**src/rtl/sram_arb_pkg.sv**
```systemverilog
// rtl/sram_arb_pkg.sv - shared widths, capture defaults and FSM encoding for the SRAM port arbiter
package sram_arb_pkg;

    localparam int SRAM_AW = 16;
    localparam int SRAM_DW = 16;

    localparam logic [15:0] CAP_BASE_DEF = 16'h0000;
    localparam logic [15:0] CAP_LAST_DEF = 16'hFFFF;

    localparam logic [1:0] ST_IDLE    = 2'd0;
    localparam logic [1:0] ST_CAPTURE = 2'd1;
    localparam logic [1:0] ST_FULL    = 2'd2;

endpackage

```
**src/rtl/sample_fifo.sv**
```systemverilog
// rtl/sample_fifo.sv - small synchronous sample buffer; push on full is accepted when a pop frees a slot
module sample_fifo #(
    parameter int DEPTH = 2,
    parameter int DW    = 16
) (
    input  logic          clk,
    input  logic          rst,
    input  logic          flush,
    input  logic          push,
    input  logic          pop,
    input  logic [DW-1:0] wdata,
    output logic [DW-1:0] rdata,
    output logic          full,
    output logic          empty
);
    localparam int PW = $clog2(DEPTH);
    localparam int CW = PW + 1;

    logic [DW-1:0] mem [DEPTH];
    logic [PW-1:0] wptr;
    logic [PW-1:0] rptr;
    logic [CW-1:0] count;
    logic          do_push;
    logic          do_pop;

    assign full    = (count == CW'(DEPTH));
    assign empty   = (count == '0);
    assign rdata   = mem[rptr];
    assign do_pop  = pop && !empty;
    assign do_push = push && (!full || do_pop);

    // Storage array; stale entries are harmless because count gates reads.
    always_ff @(posedge clk) begin
        if (do_push) begin
            mem[wptr] <= wdata;
        end
    end

    // Pointers and occupancy; flush discards everything buffered.
    always_ff @(posedge clk) begin
        if (!rst || flush) begin
            wptr  <= '0;
            rptr  <= '0;
            count <= '0;
        end else begin
            if (do_push) begin
                wptr <= wptr + 1'b1;
            end
            if (do_pop) begin
                rptr <= rptr + 1'b1;
            end
            case ({do_push, do_pop})
                2'b10:   count <= count + 1'b1;
                2'b01:   count <= count - 1'b1;
                default: count <= count;
            endcase
        end
    end

endmodule

```
**src/rtl/sram_port_arbiter.sv**
```systemverilog
// rtl/sram_port_arbiter.sv - shares the capture SRAM between loader, ADC capture and serial readout
module sram_port_arbiter
    import sram_arb_pkg::*;
#(
    parameter int            AW            = SRAM_AW,
    parameter int            DW            = SRAM_DW,
    parameter logic [AW-1:0] CAP_BASE      = CAP_BASE_DEF,
    parameter logic [AW-1:0] CAP_LAST      = CAP_LAST_DEF,
    parameter int            FIFO_DEPTH    = 2,
    parameter int            DISCARD_FIRST = 1
) (
    input  logic          clk,
    input  logic          rst,
    input  logic          ld_busy,
    input  logic          ld_wen,
    input  logic [AW-1:0] ld_addr,
    input  logic [DW-1:0] ld_wdata,
    input  logic          cap_start,
    input  logic          adc_valid,
    input  logic [DW-1:0] adc_data,
    input  logic          rd_req,
    input  logic [AW-1:0] rd_addr,
    output logic          rd_gnt,
    output logic          rd_valid,
    output logic [DW-1:0] rd_data,
    output logic          cap_busy,
    output logic          cap_full,
    output logic          cap_ovf,
    output logic          sram_wen,
    output logic [AW-1:0] sram_addr,
    output logic [DW-1:0] sram_wdata,
    input  logic [DW-1:0] sram_rdata
);
    logic [1:0]    state;
    logic [AW-1:0] wr_ptr;
    logic [15:0]   discard_cnt;
    logic [AW-1:0] addr_hold;
    logic [DW-1:0] wdata_hold;
    logic [DW-1:0] rd_hold;
    logic          rd_valid_q;
    logic          capturing;
    logic          own_ld;
    logic          own_wr;
    logic          own_rd;
    logic          last_wr;
    logic          take;
    logic          discard;
    logic          fifo_push;
    logic          fifo_flush;
    logic          fifo_full;
    logic          fifo_empty;
    logic          ovf_set;
    logic [DW-1:0] fifo_rdata;

    assign capturing = (state == ST_CAPTURE);
    assign cap_busy  = capturing;
    assign cap_full  = (state == ST_FULL);
    assign rd_valid  = rd_valid_q;
    assign rd_data   = rd_valid_q ? sram_rdata : rd_hold;

    // Exactly one port owner per cycle: loader, then buffered samples, then readout.
    always_comb begin
        own_ld  = rst && ld_busy;
        own_wr  = rst && !ld_busy && capturing && !fifo_empty;
        own_rd  = rst && !ld_busy && !own_wr && rd_req;
        last_wr = own_wr && (wr_ptr == CAP_LAST);
    end

    // Sample intake: drop the first samples after arm, ignore anything once the last slot is written.
    always_comb begin
        take       = rst && capturing && adc_valid && !cap_start && !last_wr;
        discard    = take && (discard_cnt != '0);
        fifo_push  = take && (discard_cnt == '0);
        ovf_set    = fifo_push && fifo_full && !own_wr;
        fifo_flush = cap_start || last_wr;
    end

    // SRAM port mux; an idle port keeps presenting the last address and data.
    always_comb begin
        sram_wen   = 1'b0;
        sram_addr  = addr_hold;
        sram_wdata = wdata_hold;
        rd_gnt     = 1'b0;
        if (!rst) begin
            sram_addr  = '0;
            sram_wdata = '0;
        end else if (own_ld) begin
            sram_wen   = ld_wen;
            sram_addr  = ld_addr;
            sram_wdata = ld_wdata;
        end else if (own_wr) begin
            sram_wen   = 1'b1;
            sram_addr  = wr_ptr;
            sram_wdata = fifo_rdata;
        end else if (own_rd) begin
            rd_gnt     = 1'b1;
            sram_addr  = rd_addr;
        end
    end

    // Capture FSM, write pointer, discard counter and sticky overflow.
    always_ff @(posedge clk) begin
        if (!rst) begin
            state       <= ST_IDLE;
            wr_ptr      <= CAP_BASE;
            discard_cnt <= '0;
            cap_ovf     <= 1'b0;
        end else if (cap_start) begin
            state       <= ST_CAPTURE;
            wr_ptr      <= CAP_BASE;
            discard_cnt <= 16'(DISCARD_FIRST);
            cap_ovf     <= 1'b0;
        end else begin
            if (own_wr) begin
                if (last_wr) begin
                    state <= ST_FULL;
                end else begin
                    wr_ptr <= wr_ptr + 1'b1;
                end
            end
            if (discard) begin
                discard_cnt <= discard_cnt - 1'b1;
            end
            if (ovf_set) begin
                cap_ovf <= 1'b1;
            end
        end
    end

    // Remember the last driven address/data so an idle port holds them.
    always_ff @(posedge clk) begin
        if (!rst) begin
            addr_hold  <= '0;
            wdata_hold <= '0;
        end else begin
            addr_hold  <= sram_addr;
            wdata_hold <= sram_wdata;
        end
    end

    // Read response: valid one cycle after the grant, data held until the next response.
    always_ff @(posedge clk) begin
        if (!rst) begin
            rd_valid_q <= 1'b0;
            rd_hold    <= '0;
        end else begin
            rd_valid_q <= rd_gnt;
            if (rd_valid_q) begin
                rd_hold <= sram_rdata;
            end
        end
    end

    sample_fifo #(
        .DEPTH (FIFO_DEPTH),
        .DW    (DW)
    ) u_fifo (
        .clk   (clk),
        .rst   (rst),
        .flush (fifo_flush),
        .push  (fifo_push),
        .pop   (own_wr),
        .wdata (adc_data),
        .rdata (fifo_rdata),
        .full  (fifo_full),
        .empty (fifo_empty)
    );

endmodule
```
**config.mk**
```make
export PLATFORM = sky130hd
export DESIGN_NAME = sram_port_arbiter
export DESIGN_NICKNAME = d
export VERILOG_FILES = /design/src/rtl/sram_arb_pkg.sv /design/src/rtl/sample_fifo.sv /design/src/rtl/sram_port_arbiter.sv
export SDC_FILE = /design/constraint.sdc
export NUM_CORES = 1
export LEC_CHECK = 0
export CORE_MARGIN = 1.5
export CORE_UTILIZATION = 54
export CTS_CLUSTER_DIAMETER = 200
export CTS_CLUSTER_SIZE = 8
export DETAILED_ROUTE_END_ITERATION = 6
export PLACE_DENSITY = 0.95
export SLEW_MARGIN = 10
export SYNTH_ARGS = -nofsm -noshare
export SYNTH_HDL_FRONTEND = slang
export SYNTH_SLANG_ARGS = --single-unit
export TNS_END_PERCENT = 30
```
**constraint.sdc**
```tcl
create_clock -name clk -period 4.63 [get_ports clk]
set_clock_uncertainty 0.1 [all_clocks]
set_input_delay 0.926 -clock clk [delete_from_list [all_inputs] [get_ports clk]]
set_output_delay 0.926 -clock clk [all_outputs]
set_load 0.005 [all_outputs]
```
==> flow_results.org, run 1 <==
** Status
- The run finished with clean final reports.

** Setup path
- The signal on the critical path passes through nand2b_1, nor2_2, buf_4, nor2_1, a211o_1, a21boi_0, clkdlybuf4s50_1.
- STA classifies the critical path endpoint as a primary output.
- On the worst path, the slowest cell contributes a delay of 0.58 ns.
- Req. time, crit path :: 3.60 ns
- R2R depth :: 4
- In this design, the largest share of critical-path delay is due to simple AND/OR/NAND/NOR gates.
- Worst path arrival time :: 3.17 ns
- The critical path is of the reg -> out type.
- Buffers & Inverters on Critical Path :: 2
- STA classifies the critical path startpoint as a flip-flop.
- Counting buffers and inverters, the worst setup path is 7 cells deep.
- For this design, the slowest cell found on the critical path is sky130_fd_sc_hd__nor2_2.
- Along the worst path, the maximum fanout reaches 17.

** Route
- Drt first-iter violations :: 393
- Once detail routing completed, the nets flagged for antenna violations numbered 0.
- The first detailed-routing pass took 5 iterations.
- Post-route DRC violation count :: 0
- Vias per std cell :: 5.96
- Summed over all layers, the routed wires come to 15.2 mm.
- The routed layout has 5,039 vias.
- Dividing the detail-routed wire length by the instance count gives 18.0 µm.

** Floorplanning
- Die Span Y :: 106 µm
- Number of I/O pins :: 141
- Area of the die :: 11,300 µm²
- In this run the horizontal extent of the chip is 106 µm.
- Row generation in the floorplan step produced 37 rows.
- The core region is 10,400 µm².
- The initial utilization of the core area, before any placement, comes to 55.7%.

** Global route
- Antenna violations before repair :: 0
- Entering global routing, the biggest net connects 44 pins.
- The first global-routing pass estimated 24.0 mm of wire.
- The via count of the first global-routing pass is 4,969.
- For this run the aggregate overflow at the end of global routing stands at 0.
- For this run, the total global-route usage over all layers was measured as 27.1%.

** Power
- Power comes to 2.68 mW.
- The worst-case IR drop observed on VDD is 0.000283 V.
- Power per cell area :: 342 nW/µm²
- Summed over all cells, the static leakage comes to 2.94 nW.

** Placement
- Once placement completed, the tool counted placed cells totaling 814.
- Detailed Place HPWL :: 10.2 mm
- At the end of routability-driven placement, the weighted congestion stood at 0.824.
- Port buffer count :: 140

** Clocking
- Latest clock arrival within the worst-skew pair :: 0.52 ns
- The number of clock buffers added by TritonCTS is 17.
- Setup Buffers After CTS :: 0
- TritonCTS built the clock tree.
- Count of cells resized by post-cts repair :: 0
- CTS sink count :: 121
- The clock passes through at most 2 buffers.
- The tree is rooted in a sky130_fd_sc_hd__clkbuf_8.
- The H-tree was split into 4 levels.
- Cts hold-fix bufs :: 0
- Clock-pin slew of the registers on the worst-case setup and hold paths :: 0.06 ns

** Min path
- The tightest min-delay check is of the reg -> reg type.
- Counting instances, the worst hold path has a depth of 1.

** Timing
- Slew at the pin closest to its max-slew limit :: 0.993 ns
- In this run the tightest slew margin relative to its limit is 33.7%.
- Setup violations remaining at the end of the flow were counted as 0.
- The count of final hold-check violations is 0.
- Number of pins exceeding their max-slew limit in the final report :: 0
- Post-layout minimum cycle time :: 4.20 ns
- Derived from the worst setup path, the maximum achievable clock frequency is 0.238 GHz.
- Post-route fraction of the period consumed by the critical path :: 90.7%
- Setup repair after global routing missed its margin :: false
- Total negative slack for setup checks :: 0 ns

** Synth
- Prevailing post-synth register cell :: sky130_fd_sc_hd__dfxtp_1
- The number of nets handed over by synthesis was 655.
- The mapped netlist covers 5770 µm².
- Number of warnings reported in the yosys synthesis log :: 0
- In this run, synthesis produced a sequential element count of 121.
- Sequential elements use 47.5% of the synthesized area.
- Avg Synthesized Cell Area :: 10.2 µm²
- Number of unique standard cell types used by synthesis :: 59
- Yosys mapped a number of flops with a built-in enable equal to 32.
- Most frequent cells after synthesis :: sky130_fd_sc_hd__dfxtp_1, sky130_fd_sc_hd__a21boi_0, sky130_fd_sc_hd__nor2_1
- Ranked by total cell area, the synthesized netlist is headed by sky130_fd_sc_hd__dfxtp_1, sky130_fd_sc_hd__edfxtp_1, sky130_fd_sc_hd__a21boi_0.
- Async set-or-reset flop fraction in the synthesized netlist :: 0%
- Of the post-synthesis cell area, the dominant cell type holds 30.9%.
- Summed over all instances, the cell type with the most area after synthesis is sky130_fd_sc_hd__dfxtp_1.
- Synthesized instance count :: 565
- Yosys instantiated no cell more often than sky130_fd_sc_hd__dfxtp_1.

** Cells and area
- The finished layout holds 846 standard cells, fillers aside.
- Area growth from synthesis to layout :: 35.6%
- The repair_antennas step left the layout with diodes totalling 0.
- Number of nets in the finished design :: 787
- Of the cells placed in the final design, the portion with a size suffix greater than 1 is 11.0%.

** Run
- Max-cap violations in this run came to 0.
[state kept, by name (all words and copies together), names as in the netlist, named ones only]
| signal | flops |
|---|---|
| u_fifo.rptr | 1 |
| rd_valid | 1 |
| u_fifo.count | 2 |
| wdata_hold | 16 |
| addr_hold | 16 |
| state | 2 |
| u_fifo.wptr | 1 |
| rd_hold | 16 |
| wr_ptr | 16 |
| cap_ovf | 1 |
| u_fifo.mem | 32 |
| discard_cnt | 16 |
[per-layer routing]
layer	track usage (%)	wire length [µm]	part of all wire, %
met4	10.4	251	1.6
met2	47.6	7800	51
met5	0	0	0
met1	31.3	6000	39
met3	7.60	1180	7.8
[power by group]
| part | switching (mW) | total [mW] | internal, mW |
|---|---|---|---|
| sequential | 0.0129 | 1.12 | 1.11 |
| clock | 0.532 | 1.26 | 0.730 |
| combinational | 0.119 | 0.290 | 0.170 |
[worst register-to-register path, delay by kind of cell, from the launching register on]
kind | cells | cell delay [ns]
flip-flops | 1 | 0.35
AND/OR/NAND/NOR | 4 | 2.02
[layout by cell type (no fill, tap or decap), types with 8 or more instances in the layout]
cell	instances
sky130_fd_sc_hd__a211o_1	32
sky130_fd_sc_hd__a21boi_0	65
sky130_fd_sc_hd__a21oi_1	8
sky130_fd_sc_hd__and2_1	18
sky130_fd_sc_hd__buf_4	10
sky130_fd_sc_hd__clkbuf_16	16
sky130_fd_sc_hd__clkdlybuf4s50_1	138
sky130_fd_sc_hd__dfxtp_1	89
sky130_fd_sc_hd__edfxtp_1	32
sky130_fd_sc_hd__mux2_2	16
sky130_fd_sc_hd__mux2i_1	39
sky130_fd_sc_hd__nand2_1	47
sky130_fd_sc_hd__nand3_1	9
sky130_fd_sc_hd__nor2_1	60
sky130_fd_sc_hd__xor2_1	12
[worst paths after layout]
check                      start                end  slack [ns]
setup / recovery        state[1]     sram_wdata[11]        0.43
hold / removal    discard_cnt[9]     discard_cnt[9]        0.37
setup reg to reg  discard_cnt[6]  u_fifo.mem[1][14]        1.79
hold reg to reg   discard_cnt[9]     discard_cnt[9]        0.37
[per-stage QoR]
step	setup WS [ns]	hold slack (ns)	utilization [%]	cell area, µm²
5_1_grt	0.229	0.416	75.5	7830
2_1_floorplan	1.41	0.325	-	5770
3_3_place_gp	0.757	0.338	70.0	7260
4_1_cts	0.419	0.369	75.5	7830
3_5_place_dp	0.740	0.361	70.0	7260
6_report	0.430	0.372	75.5	7830
[area by class of cell]
class,count,area [µm²]
clock buffer,17,414
clock inverter,15,154
fill,642,2540
inverter,4,15.0
multi-input combinational,403,2870
sequential,121,2740
tap,136,170
timing repair buffer,150,1470
[cell families after synthesis]
logic type	synth area share, %
XOR/XNOR	2.58
buffers and inverters	2.97
AO/OA/AOI/OAI	18.8
AND/OR/NAND/NOR	17.6
flip-flops	47.5
adder cells (fa/ha/maj)	0.650
multiplexers	9.88
(Power assumes the default switching activity.)
==> run 2: changes to the inputs <==
Settings changed: TNS_END_PERCENT 30 to default.
==> results of run 2 <==
Same layout as run 1: the final DEF is identical, and so are final timing and power.
==> run 3: changes to the inputs <==
Settings changed: CORE_UTILIZATION 54 to 45, PLACE_DENSITY 0.95 to 0.86, SKIP_CTS_REPAIR_TIMING from default to 1.
Clock period 4.63 ns to 3.8 ns, I/O delays scaled along.
==> flow_results.org, run 3 (same netlist as run 1, synthesis figures left out) <==
** Timing
- The total of endpoints with negative setup slack in the final report came to 0 (unchanged).
- The count of final hold-check violations came to 0 (unchanged).
- The slack of the critical path was 0.253 ns (-0.177 ns).
- Setup repair after global routing missed its margin :: false
- The number of pins exceeding their max-slew limit in the final report is 0 (unchanged).
- The relative slew slack came to 37.4% (+3.7 points).
- Slew at the pin closest to its max-slew limit :: 0.934 ns (-0.0590 ns)
- Upper clock frequency limit :: 0.282 GHz
- Post-layout minimum cycle time :: 3.55 ns
- Post-route fraction of the period consumed by the critical path :: 93.3%
- The total negative setup slack is 0 ns (unchanged).

** Power
- Fraction of power spent switching nets :: 20.7% (-4.1 points)
- Internal power component :: 2.70 mW (+34%)
- Power per cell area :: 425 nW/µm² (+24%)
- The reported leakage power came to 3.01 nW (+2.3%).
- The part of the total power dissipated in the clock network was 49.3% (+2.1 points).
- The share of total power in sequential cells was 40.3% (-1.7 points).
- Total design power :: 3.40 mW (+27%)
- Worst IR Drop VDD :: 0.000304 V (+7.4%)
- The power share of the combinational group is 10.5% (-0.3 points).
- Sw power :: 0.705 mW (+6.2%)

** Global route
- The initial antenna violation count came to 0 (unchanged).
- The via count of the first global-routing pass is 4,984 (+0.30%).
- The largest net degree at the start of global routing was 49 (+11%).
- The overall routing resource usage was 22.1% (-5.1 points).
- The global-route wire length before repair was 23.3 mm (-2.9%).
- Final global-route overflow total :: 0 (unchanged)

** Floorplanning
- Initial standard-cell utilization of the core :: 45.9% (-9.7 points)
- Number of rows created at floorplan :: 41 (+11%)
- Number of I/O pins :: 141 (unchanged)
- The placeable core area came to 12,600 µm² (+21%).
- Die extent in x :: 116 µm (+9.3%)
- Die Span Y :: 116 µm (+9.3%)
- Area of the die :: 13,500 µm² (+19%)

** Cells and area
- Area growth from synthesis to layout :: 38.7%
- FILL cells :: 972 (+51%)
- Top library cells by usage in the layout, fill and taps aside :: sky130_fd_sc_hd__clkdlybuf4s50_1, sky130_fd_sc_hd__dfxtp_1, sky130_fd_sc_hd__a21boi_0
- The flip-flop count of the largest register after layout was 32 (unchanged).
- The total number of nets in the final design was 792 (+0.64%).
- Leaving out fill and tap cells, the most frequent cell in the layout is sky130_fd_sc_hd__clkdlybuf4s50_1.
- The filler-free cell count of the finished design is 887 (+4.8%).
- Diode count :: 0 (unchanged)
- Ratio of cells with drive above 1 in the final layout :: 11.2% (+0.20 points)
- Register name with the most flops :: u_fifo.mem
- Core Util, Final :: 63.7% (-12 points)

** Route
- The first-iteration detailed-routing DRC count was 250 (-36%).
- The average wire per standard cell came to 16.1 µm (-11%).
- The average vias per placed instance was 5.40 (-9.4%).
- The post-detailed-route count of antenna-violating nets came to 0 (unchanged).
- Post-route DRC violation count :: 0 (unchanged)
- Vias post-DR :: 4,787 (-5.0%)
- The wire length reported by the detailed router is 14.3 mm (-6.3%).
- The count of TritonRoute iterations in the first routing pass came to 5 (unchanged).

** Clocking
- Clock-pin slew of the registers on the worst-case setup and hold paths :: 0.05 ns (about the same)
- The number of H-tree levels is 4 (unchanged).
- Clock tree root buffer cell :: sky130_fd_sc_hd__clkbuf_16
- Clock tree from TritonCTS :: yes
- The number of buffers inserted during clock tree synthesis was 17 (unchanged).
- The number of buffers between clock root and the deepest sink is 2 (unchanged).
- Latest clock arrival within the worst-skew pair :: 0.41 ns (-0.11 ns)
- The sink count of the clock tree came to 121 (unchanged).

** Placement
- The pre-CTS worst setup slack is 0.330 ns (-0.410 ns).
- Detailed Place HPWL :: 10.1 mm (-1.4%)
- The final weighted congestion in routability-driven placement is 0.858 (+4.2%).
- The port buffer count was 140 (unchanged).
- Placed Cells incl. Taps :: 855 (+5.0%)

** Run
- Count of maximum capacitance violations :: 0 (unchanged)

** Setup path
- The largest fanout on the critical path was 26 (+9).
- The arrival time reported for the critical path endpoint came to 2.69 ns (-0.48 ns).
- The data required time at the worst endpoint was 2.94 ns (-0.66 ns).
- Category of the most critical setup path :: reg -> out
- The worst setup path is launched from a flip-flop.
- STA classifies the critical path endpoint as a primary output.

** Status
- The flow ran to the end, and the final reports show no timing, DRC or antenna violations.

** Min path
- Type of the worst min-delay path :: reg -> reg
## run 3: changes by cell type in the layout (fill, tap and decap cells not counted), sizes merged
| cell | change |
|---|---|
| clkbuf | +10 |
| bufinv | +1 |
| buf | +5 |
| inv | -8 |
| clkinv | -3 |
## run 3: final timing paths
path | slack, ns | from | endpoint | cells after the start
worst min register to register | 0.38 | discard_cnt[9] | discard_cnt[9] | 1
worst max register to register | 1.10 | discard_cnt[6] | u_fifo.count[1] | 8
worst min-delay path | 0.38 | discard_cnt[9] | discard_cnt[9] | 1
worst max-delay path | 0.25 | state[1] | sram_addr[4] | 7
## run 3: cell type report
class                           instances  area (µm²)  area share, %
Multi-Input combinational cell        403        2870           35.9
Sequential cell                       121        2740           34.2
Timing Repair Buffer                  155        1530           19.1
Clock buffer                           27         556           6.94
Tap cell                              172         215           2.69
Clock inverter                          5        77.6          0.969
Inverter                                4        15.0          0.187
## run 3: through the flow
step | area (µm²) | hold WS, ns
floorplan | 5770 | 0.325
global placement | 7370 | 0.339
detailed placement | 7370 | 0.372
CTS | 8000 | 0.379
global route | 8010 | 0.411
finish | 8010 | 0.377
## run 3: power groups by stage
stage	combinational [mW]	sequential (mW)	clock, mW
global placement	0.340	1.40	0
CTS	0.357	1.37	1.69
floorplan	0.162	1.39	0
finish	0.356	1.37	1.68
global route	0.386	1.37	1.75
detailed placement	0.353	1.40	0
## run 3: metal layers
layer / routed length [µm] / vias up / part of all wire [%] / global-route usage, %
met3: 912 / 18 / 6.4 / 5.86
met4: 221 / 0 / 1.5 / 8.94
met2: 7230 / 162 / 51 / 39.6
met1: 5910 / 2275 / 41 / 25.0
li1: - / 2332 / - / -
met5: 0 / - / 0 / 0
## run 3: worst max-delay path: stages (launching register included)
cell                              delay [ns]
sky130_fd_sc_hd__dfxtp_1                0.32
sky130_fd_sc_hd__nand2b_1               0.24
sky130_fd_sc_hd__inv_1                  0.22
sky130_fd_sc_hd__o21ai_4                0.23
sky130_fd_sc_hd__buf_4                  0.24
sky130_fd_sc_hd__a211o_1                0.27
sky130_fd_sc_hd__a21boi_0               0.21
sky130_fd_sc_hd__clkdlybuf4s50_1        0.54
